## src/rtl/xbar_mcast_scheduler_if.sv

```systemverilog
// Handshake bundle between the input FIFO heads, the scheduler and the output muxes.
// grant[j*NUM_PORTS+i] = output j takes input i; req_target[i*NUM_PORTS +: NUM_PORTS] = mask of input i.
interface xbar_mcast_scheduler_if #(
   parameter int NUM_PORTS = 4
);
   logic [NUM_PORTS-1:0]           req_valid;
   logic [NUM_PORTS*NUM_PORTS-1:0] req_target;
   logic [NUM_PORTS-1:0]           out_ready;
   logic [NUM_PORTS*NUM_PORTS-1:0] grant;
   logic [NUM_PORTS-1:0]           deq;
   logic [NUM_PORTS-1:0]           busy;
   logic                           err;

   modport master (
      output req_valid, req_target, out_ready,
      input  grant, deq, busy, err
   );

   modport slave (
      input  req_valid, req_target, out_ready,
      output grant, deq, busy, err
   );
endinterface

```

## src/rtl/xbar_mcast_scheduler.sv

```systemverilog
// Multicast crossbar scheduler: per-output round-robin, heads popped once fully delivered.
// Optional age-based urgency priority is enabled by defining XBAR_AGE_PRIO_EN.
module xbar_mcast_scheduler #(
   parameter int NUM_PORTS = 4,
   parameter int AGE_W     = 4,
   parameter int AGE_LIMIT = 12
) (
   input  logic                 clk,
   input  logic                 rst,
   xbar_mcast_scheduler_if.slave bus
);
   localparam int N  = NUM_PORTS;
   localparam int PW = (N > 1) ? $clog2(N) : 1;

   typedef enum logic {
      IDLE,
      ACTIVE
   } st_e;

   st_e                  state_q [N];
   st_e                  state_d [N];
   logic [N-1:0]         rem_q   [N];
   logic [N-1:0]         rem_d   [N];
   logic [N-1:0][PW-1:0] ptr_q;
   logic [N-1:0][PW-1:0] ptr_d;
   logic                 err_q;
   logic                 err_d;

   logic [N-1:0]         eff     [N];
   logic [N-1:0]         srv     [N];
   logic [N-1:0][N-1:0]  r;
   logic [N-1:0][N-1:0]  gnt;
   logic [N-1:0]         deq_c;
   logic [N-1:0]         busy_c;
   logic [N-1:0]         urg;

   // Saturating counter must be able to reach the urgency threshold.
   if (AGE_W < 1 || AGE_LIMIT < 1 || AGE_LIMIT >= (1 << AGE_W)) begin : g_cfg_chk
      $error("xbar_mcast_scheduler: AGE_LIMIT not reachable with AGE_W bits");
   end

   always_comb begin
      for (int i = 0; i < N; i++) begin
         eff[i] = (state_q[i] == ACTIVE) ? rem_q[i]
                                         : bus.req_target[i*N +: N];
      end
   end

   always_comb begin
      r = '0;
      for (int j = 0; j < N; j++) begin
         for (int i = 0; i < N; i++) begin
            r[j][i] = bus.req_valid[i] & eff[i][j]
                    & bus.out_ready[j] & ~rst;
         end
      end
   end

`ifdef XBAR_AGE_PRIO_EN
   logic [AGE_W-1:0] age_q [N];
   logic [AGE_W-1:0] age_d [N];

   always_comb begin
      for (int i = 0; i < N; i++) begin
         urg[i]   = (age_q[i] >= AGE_W'(AGE_LIMIT));
         age_d[i] = age_q[i];
         if (srv[i] != '0) begin
            age_d[i] = '0;
         end else if (bus.req_valid[i] && (age_q[i] != '1)) begin
            age_d[i] = age_q[i] + 1'b1;
         end
      end
   end

   always_ff @(posedge clk) begin
      for (int i = 0; i < N; i++) begin
         if (rst) begin
            age_q[i] <= '0;
         end else begin
            age_q[i] <= age_d[i];
         end
      end
   end
`else
   assign urg = '0;
`endif

   // Each output searches cyclically from its pointer; urgent inputs first.
   always_comb begin
      logic          found;
      logic [PW-1:0] idx;
      logic [PW-1:0] cand;
      gnt   = '0;
      ptr_d = ptr_q;
      for (int j = 0; j < N; j++) begin
         found = 1'b0;
         idx   = '0;
         cand  = '0;
         for (int k = 0; k < N; k++) begin
            cand = PW'((int'(ptr_q[j]) + k) % N);
            if (!found && r[j][cand] && urg[cand]) begin
               found = 1'b1;
               idx   = cand;
            end
         end
         for (int k = 0; k < N; k++) begin
            cand = PW'((int'(ptr_q[j]) + k) % N);
            if (!found && r[j][cand]) begin
               found = 1'b1;
               idx   = cand;
            end
         end
         if (found) begin
            gnt[j][idx] = 1'b1;
            ptr_d[j]    = PW'((int'(idx) + 1) % N);
         end
      end
   end

   always_comb begin
      for (int i = 0; i < N; i++) begin
         srv[i] = '0;
         for (int j = 0; j < N; j++) begin
            srv[i][j] = gnt[j][i];
         end
      end
   end

   always_comb begin
      logic [N-1:0] nrem;
      nrem  = '0;
      deq_c = '0;
      err_d = err_q;
      for (int i = 0; i < N; i++) begin
         nrem       = eff[i] & ~srv[i];
         state_d[i] = state_q[i];
         rem_d[i]   = rem_q[i];
         if (bus.req_valid[i] && (srv[i] != '0) && (nrem == '0)) begin
            deq_c[i]   = 1'b1;
            state_d[i] = IDLE;
            rem_d[i]   = '0;
         end else if (srv[i] != '0) begin
            state_d[i] = ACTIVE;
            rem_d[i]   = nrem;
         end else if (bus.req_valid[i] && !rst
                      && (state_q[i] == IDLE) && (eff[i] == '0)) begin
            deq_c[i] = 1'b1;
         end
         if ((state_q[i] == ACTIVE) && !bus.req_valid[i]) begin
            err_d = 1'b1;
         end
      end
   end

   always_ff @(posedge clk) begin
      if (rst) begin
         ptr_q <= '0;
         err_q <= 1'b0;
         for (int i = 0; i < N; i++) begin
            state_q[i] <= IDLE;
            rem_q[i]   <= '0;
         end
      end else begin
         ptr_q <= ptr_d;
         err_q <= err_d;
         for (int i = 0; i < N; i++) begin
            state_q[i] <= state_d[i];
            rem_q[i]   <= rem_d[i];
         end
      end
   end

   always_comb begin
      for (int i = 0; i < N; i++) begin
         busy_c[i] = (state_q[i] == ACTIVE);
      end
   end

   assign bus.grant = gnt;
   assign bus.deq   = deq_c;
   assign bus.busy  = busy_c;
   assign bus.err   = err_q;

endmodule

```

## src/flat_wrapper.sv

```systemverilog
// flat-port wrapper written by rule: the top's interface ports become plain ports
module xbar_mcast_scheduler_flat 
#(
   parameter int NUM_PORTS = 4,
   parameter int AGE_W     = 4,
   parameter int AGE_LIMIT = 12
)
  (clk, rst, bus_req_valid, bus_req_target, bus_out_ready, bus_grant, bus_deq, bus_busy, bus_err);
  xbar_mcast_scheduler_if #(.NUM_PORTS(NUM_PORTS)) bus_i ();
  input  logic clk;
  input  logic rst;
  input wire logic [$bits(bus_i.req_valid)-1:0] bus_req_valid;
  input wire logic [$bits(bus_i.req_target)-1:0] bus_req_target;
  input wire logic [$bits(bus_i.out_ready)-1:0] bus_out_ready;
  output wire logic [$bits(bus_i.grant)-1:0] bus_grant;
  output wire logic [$bits(bus_i.deq)-1:0] bus_deq;
  output wire logic [$bits(bus_i.busy)-1:0] bus_busy;
  output wire logic [$bits(bus_i.err)-1:0] bus_err;
  assign bus_i.req_valid = bus_req_valid;
  assign bus_i.req_target = bus_req_target;
  assign bus_i.out_ready = bus_out_ready;
  assign bus_grant = bus_i.grant;
  assign bus_deq = bus_i.deq;
  assign bus_busy = bus_i.busy;
  assign bus_err = bus_i.err;
  xbar_mcast_scheduler #(.NUM_PORTS(NUM_PORTS), .AGE_W(AGE_W), .AGE_LIMIT(AGE_LIMIT)) u_core (.clk(clk), .rst(rst), .bus(bus_i));
endmodule
```

## config.mk

```make
export PLATFORM = sky130hd
export DESIGN_NAME = xbar_mcast_scheduler_flat
export DESIGN_NICKNAME = d
export VERILOG_FILES = /design/src/rtl/xbar_mcast_scheduler_if.sv /design/src/rtl/xbar_mcast_scheduler.sv /design/src/flat_wrapper.sv
export SDC_FILE = /design/constraint.sdc
export NUM_CORES = 1
export LEC_CHECK = 0
export BUFFER_PORTS_ARGS = -buffer_cell sky130_fd_sc_hd__buf_2
export CAP_MARGIN = 5
export CELL_PAD_IN_SITES_DETAIL_PLACEMENT = 1
export CELL_PAD_IN_SITES_GLOBAL_PLACEMENT = 2
export CORE_UTILIZATION = 29
export CTS_CLUSTER_DIAMETER = 120
export CTS_CLUSTER_SIZE = 30
export DETAILED_ROUTE_END_ITERATION = 10
export PLACE_DENSITY = 0.74
export SLEW_MARGIN = 5
export SYNTH_ARGS = -nofsm -noshare
export SYNTH_HDL_FRONTEND = slang
export SYNTH_SLANG_ARGS = --single-unit
```

## constraint.sdc

```tcl
create_clock -name clk -period 4.6 [get_ports clk]
set_clock_uncertainty 0.2 [all_clocks]
set_input_delay 0.92 -clock clk [delete_from_list [all_inputs] [get_ports clk]]
set_output_delay 0.92 -clock clk [all_outputs]
set_load 0.03 [all_outputs]
```

==> results of run 1 <==
==> logic make-up after synthesis <==
family	Yosys count
compound gates	79
fa+ha+maj	16
buf+inv	30
flops	29
mux	34
simple gates	108
==> registers in the layout, summed over array words and instances, names as in the netlist <==
name / flops
u_core.ptr_q: 8
u_core.rem_q: 16
u_core.state_q: 4
u_core.bus.err: 1
==> stage by stage <==
stage	cells	total power [W]	area, um^2
2_1_floorplan	296	0.000502	2460
3_3_place_gp	519	0.000651	3370
3_5_place_dp	519	0.000663	3370
4_1_cts	534	0.000986	3660
5_1_grt	545	0.00108	3930
6_report	545	0.00102	3930
==> power groups by stage <==
stage / sequential [W] / combinational (W) / clock (W)
floorplan: 0.000300 / 0.000202 / 0
global placement: 0.000297 / 0.000354 / 0
detailed placement: 0.000298 / 0.000365 / 0
CTS: 0.000294 / 0.000396 / 0.000296
global route: 0.000299 / 0.000466 / 0.000311
finish: 0.000296 / 0.000437 / 0.000291
==> critical path, stage by stage <==
cell and delay [ps]:
buf_6 90, mux2_4 270, and3_4 170, or4_4 540
and2_4 170, buf_4 130, ha_1 210, a2111o_1 440
o21a_2 150, a21o_2 190, buf_2 170
==> placed cells by master, fill, tap and decap left out, drive strengths merged, types with 10 or more instances in the layout <==
master / count
buf: 150
nor2: 36
dfxtp: 29
mux2i: 21
ha: 16
inv: 15
nand2: 14
o21a: 14
mux2: 13
a21boi: 13
a21oi: 12
and2: 10
==> final timing paths <==
path	start	to	slack (ps)	cells after the start
max	bus_req_target[6]	bus_deq[3]	20	11
min	u_core.rem_q[3][1]$_SDFFE_PP0N_	u_core.rem_q[3][1]$_SDFFE_PP0N_	300	2
max reg2reg	u_core.state_q[0][0]$_SDFF_PP0_	u_core.rem_q[0][0]$_SDFFE_PP0N_	1040	14
min reg2reg	u_core.rem_q[3][1]$_SDFFE_PP0N_	u_core.rem_q[3][1]$_SDFFE_PP0N_	300	2
==> what timing repair did <==
action,CTS,global route
pin swaps,11,18
setup buffers,7,10
hold buffers,0,0
resized for setup,34,46
endpoints found under the setup margin,4,4
gates cloned,0,1
==> routing by layer <==
layer  track usage, %  wire [um]
met5                0          0
met4             7.18        345
met3             2.91        295
met2             38.0       4810
met1             27.7       4310
==> area by class of cell <==
| cell class | count | share of cell area [%] |
|---|---|---|
| Sequential cell | 29 | 14.9 |
| Inverter | 15 | 1.50 |
| Tap cell | 105 | 3.34 |
| Clock inverter | 1 | 0.764 |
| Timing Repair Buffer | 151 | 27.2 |
| Multi-Input combinational cell | 237 | 50.1 |
| Clock buffer | 7 | 2.20 |
==> reports/metrics.yaml, run 1 <==
logic_synthesis:
  synth_area_um2: 2450
  synthAdderAreaFrac_pct: 8.18
  ys_seq_elements: 29
  synth_fp_nets: 338
  synthSimpleGateAreaFrac_pct: 23.1
  synth_top_family_by_area: "compound AO/OA/AOI/OAI gates"
  syn_avg_cell_area_um2: 8.26
  yosys_most_used_dff: "dfxtp_1"
  synth_cells: 296
  synth.yosys.seq_area_share_pct: 23.7
  synth_cell_type_count: 47
  synth_mux_area_share_pct: 14.6
  synth_edf_count: 0
  synth_compound_area_share_pct: 24.1
  yosysTopAreaCell: "dfxtp_1"
  synth_common_cells: "nor2_1 (36), dfxtp_1 (29), mux2i_1 (21), ha_1 (16), inv_1 (15)"
  synthTopCellsByArea: "dfxtp_1 (24%), mux2i_1 (8.6%), ha_1 (8.2%)"
  synth_top_area_share_pct: 23.7
  synth_xor_area_share_pct: 0
  yosys.cell_count.top_type: "nor2_1"
  yosys_warnings: 0
  postSynth.asyncResetShare_pct: 0
sta:
  min_period_ps: 4580
  max-slew-margin-rel_pct: 64.7
  whs_ps: 301
  grt_setup_unrepaired: "true"
  period_share_pct: 99.5
  finalHoldViolCount: 0
  maxSlewViolCount: 0
  finalWorstSetupSlack_ps: 22.0
  worst_slew_pin_slew_ps: 525
  fin_setup_tns_ps: 0
  fmax_mhz: 218
  finalSetupViolations: 0
pwr:
  comb_power_share_pct: 42.7
  switching_power_w: 0.000354
  power_frac_seq_pct: 28.9
  clockPowerShare_pct: 28.5
  power.leakage_nw: 1.86
  p_sw_share_pct: 34.5
  power_density_nw_per_um2: 261
  peakVddDrop_uv: 162
  p_int_w: 0.000671
finish:
  drive_gt1_share_pct: 52.5
  syn_to_final_growth_pct: 60.7
  final-seq-area_um2: 584
  multi_input_area_um2: 1970
  fill_cells: 1001
  nets: 481
  antenna_cells: 0
  fin_util_pct: 48.1
global_routing:
  antenna_found_initial: 0
  grt_pass1_wl_um: 14800
  grt_pass1_vias: 2908
  grt_overflow_total: 0
  grt_use_total_pct: 21.9
  grt_max_degree: 16
placement:
  hpwlAfterDp_um: 7490
  place_ws_ps: -224
  portBuffers: 50
  gp_congestion: 0.882
routing:
  viasPerCell: 5.18
  routedWlPerCell_um: 17.9
  vias: 2825
  routed_wl_um: 9760
  drt_iter0_markers: 91
  dr.pass1.iters: 4
  drc: 0
  ant_nets: 0
clock_tree:
  clk_pin_slew_ps: 70
  clockBufferDepth: 2
  tritoncts: "yes"
  clock_sinks: 29
  h-tree-depth: 2
  cts-buffers-inserted: 5
  clockRootBuffer: "clkbuf_8"
  clk_latency_ps: 290
floorplanning:
  initial_core_util_pct: 29.9
  ios: 51
  die_width_um: 93.8
  dieArea_um2: 8810
  die_y_um: 93.8
  rows: 33
  core_area_um2: 8180
setup_path:
  start_kind: "input pin"
  end_kind: "output pin"
  critPathRequiredTime_ps: 3480
  cp_data_arrival_time_ps: 3460
  critPathKind: "input pin to output pin"
  path_max_fanout: 3
run_status:
  status: "finished clean"
hold_path:
  min_path_type: "register to register"
job:
  drv_cap: 0
No activity file was read; power rests on OpenSTA's default activity.
==> run 2, diff against run 1 <==
ABC_AREA = 1   (was not set)
CORE_UTILIZATION = 27   (was 29)
PLACE_DENSITY = 0.75   (was 0.74)
==> reports/metrics.yaml, run 2 <==
run_status:
  status: "finished clean"
finish:
  final-instance-count-excl-fill: 732
  layout_common_cells: "nand2_1 (93), nor2_1 (79), inv_1 (66)"
  drive_gt1_share_pct: 38.0
  design_area_um2: 4140
  nets: 633
  syn_to_final_growth_pct: 36.2
  largestRegisters: "u_core.rem_q (16), u_core.ptr_q (8), u_core.state_q (4)"
  fin_util_pct: 38.1
  largest-register: "u_core.rem_q"
  final_common_cell: "nand2_1"
  fill_cells: 1416
  multi_input_area_um2: 2410
  largest_reg_flops: 16
  final-seq-area_um2: 582
  antenna_cells: 0
setup_path:
  end_kind: "output pin"
  timing.rr.start: "u_core.state_q[0][2]$_SDFF_PP0_"
  r2r_end: "u_core.rem_q[1][0]$_SDFFE_PP0N_"
  r2r_slack_ps: 1360
  critPathKind: "input pin to output pin"
  start_kind: "input pin"
  path_max_fanout: 4
  r2r_cells: 20
  cp_data_arrival_time_ps: 3350
  critPathRequiredTime_ps: 3480
logic_synthesis:
  syn_avg_cell_area_um2: 6.12
  synth.yosys.seq_area_share_pct: 19.1
  yosys_warnings: 0
  synthTopCellsByArea: "dfxtp_1 (19%), nand2_1 (13%), nor2_1 (11%)"
  synth_area_um2: 3040
  yosysTopAreaCell: "dfxtp_1"
  yosys.cell_count.top_type: "nand2_1"
  synth_edf_count: 0
  synth_top_area_share_pct: 19.1
  synth_common_cells: "nand2_1 (102), nor2_1 (89), inv_1 (69), nand3_1 (62), nand2_2 (37)"
  synth_fp_nets: 539
  synth_cell_type_count: 30
  synth_cells: 497
  postSynth.asyncResetShare_pct: 0
  yosys_most_used_dff: "dfxtp_1"
  ys_seq_elements: 29
routing:
  ant_nets: 0
  vias: 3442
  routed_wl_um: 11400
  drt_iter0_markers: 161
  viasPerCell: 4.70
  routedWlPerCell_um: 15.6
  dr.pass1.iters: 4
  drc: 0
sta:
  finalSetupViolations: 0
  period_share_pct: 97.2
  max-slew-margin-rel_pct: 68.1
  whs_ps: 324
  fmax_mhz: 224
  finalHoldViolCount: 0
  worst_slew_pin_slew_ps: 478
  min_period_ps: 4470
  maxSlewViolCount: 0
clock_tree:
  tritoncts: "yes"
  clock_sinks: 29
  h-tree-depth: 2
  clk_latency_ps: 300
  cts-buffers-inserted: 5
  clockBufferDepth: 2
  clockRootBuffer: "clkbuf_8"
  clk_pin_slew_ps: 70
  holdBufCountCts: 0
floorplanning:
  dieArea_um2: 11700
  core_area_um2: 10900
  rows: 38
  initial_core_util_pct: 27.9
  die_y_um: 108
  ios: 51
  die_width_um: 108
global_routing:
  grt_max_degree: 10
  grt.busiest_layer: "met2"
  grt_use_total_pct: 19.9
  grt_pass1_wl_um: 17600
  grt_overflow_total: 0
  grt_pass1_vias: 3498
  use_met1_pct: 25.7
  antenna_found_initial: 0
  use_met2_pct: 33.8
  grtUsageMet3_pct: 2.53
placement:
  placed_cells: 711
  portBuffers: 50
  gp_congestion: 0.875
  hpwlAfterDp_um: 9270
  detailed_place.area_um2: 3660
hold_path:
  min_from: "u_core.rem_q[0][0]$_SDFFE_PP0N_"
  min_path_type: "register to register"
  worstHoldPathCells: 2
  min_to: "u_core.rem_q[0][0]$_SDFFE_PP0N_"
job:
  drv_cap: 0
run 2: kinds of logic after synthesis:
group,share of synthesized area (%)
simple gates,54.2
flops,19.1
buf+inv,10.0
fa+ha+maj,6.58
mux,0.329
compound gates,7.73
xor+xnor,2.02
run 2: cell type report:
class                           count  share of cell area (%)
Sequential cell                    29                    14.0
Clock buffer                        7                    2.32
Multi-Input combinational cell    389                    58.1
Timing Repair Buffer               91                    13.9
Tap cell                          140                    4.23
Timing Repair inverter              1                   0.151
Clock inverter                      1                   0.121
Inverter                           74                    7.10
run 2: per-layer routing:
metal  up-vias  share of wire, %
met5         -                 0
met3        16               2.8
met2        61                48
met1      1603                47
li1       1762                 -
met4         0               2.4
run 2: worst max-delay path by stage:
stage,start,to,slack (ps),cells past startpoint
after detailed placement,rst,bus_deq[0],-90,22
after floorplan,rst,bus_deq[2],410,20
final,bus_req_target[8],bus_deq[0],130,21
after global placement,rst,bus_deq[3],6,21
after CTS,rst,bus_deq[3],2,21
after global routing,rst,bus_deq[3],-50,20
run 2: worst max-delay path, stage by stage:
cell and delay (ps):
buf_2 100, nand2_1 60, nand2_1 180, nand3_1 190, nand3_1 100, nand2_2 110
inv_1 80, a21oi_2 140, nand4_1 150, nand3_1 140, o21ai_2 70, buf_4 150
ha_1 210, nand2_2 110, nand2_2 80, inv_1 70, nand2_2 60, nor2_2 110
nand3_1 80, nand2_1 70, buf_4 150
run 2: timing repair:
action / in CTS / in global routing
pin swaps: 1 / 16
gates cloned: 0 / 1
setup endpoints to repair: 4 / 5
buffers inserted: 0 / 12
gates resized for setup: 6 / 70
run 2: metrics by stage:
step	setup TNS (ps)	worst slack [ps]
floorplan	0	409
CTS	0	2.38
global route	-121	-46.7
global placement	0	6.11
detailed placement	-269	-87.3
finish	0	128
Power of run 2 is not shown: default switching activity piles up to over one toggle a cycle in this logic, so the estimate is an artifact.
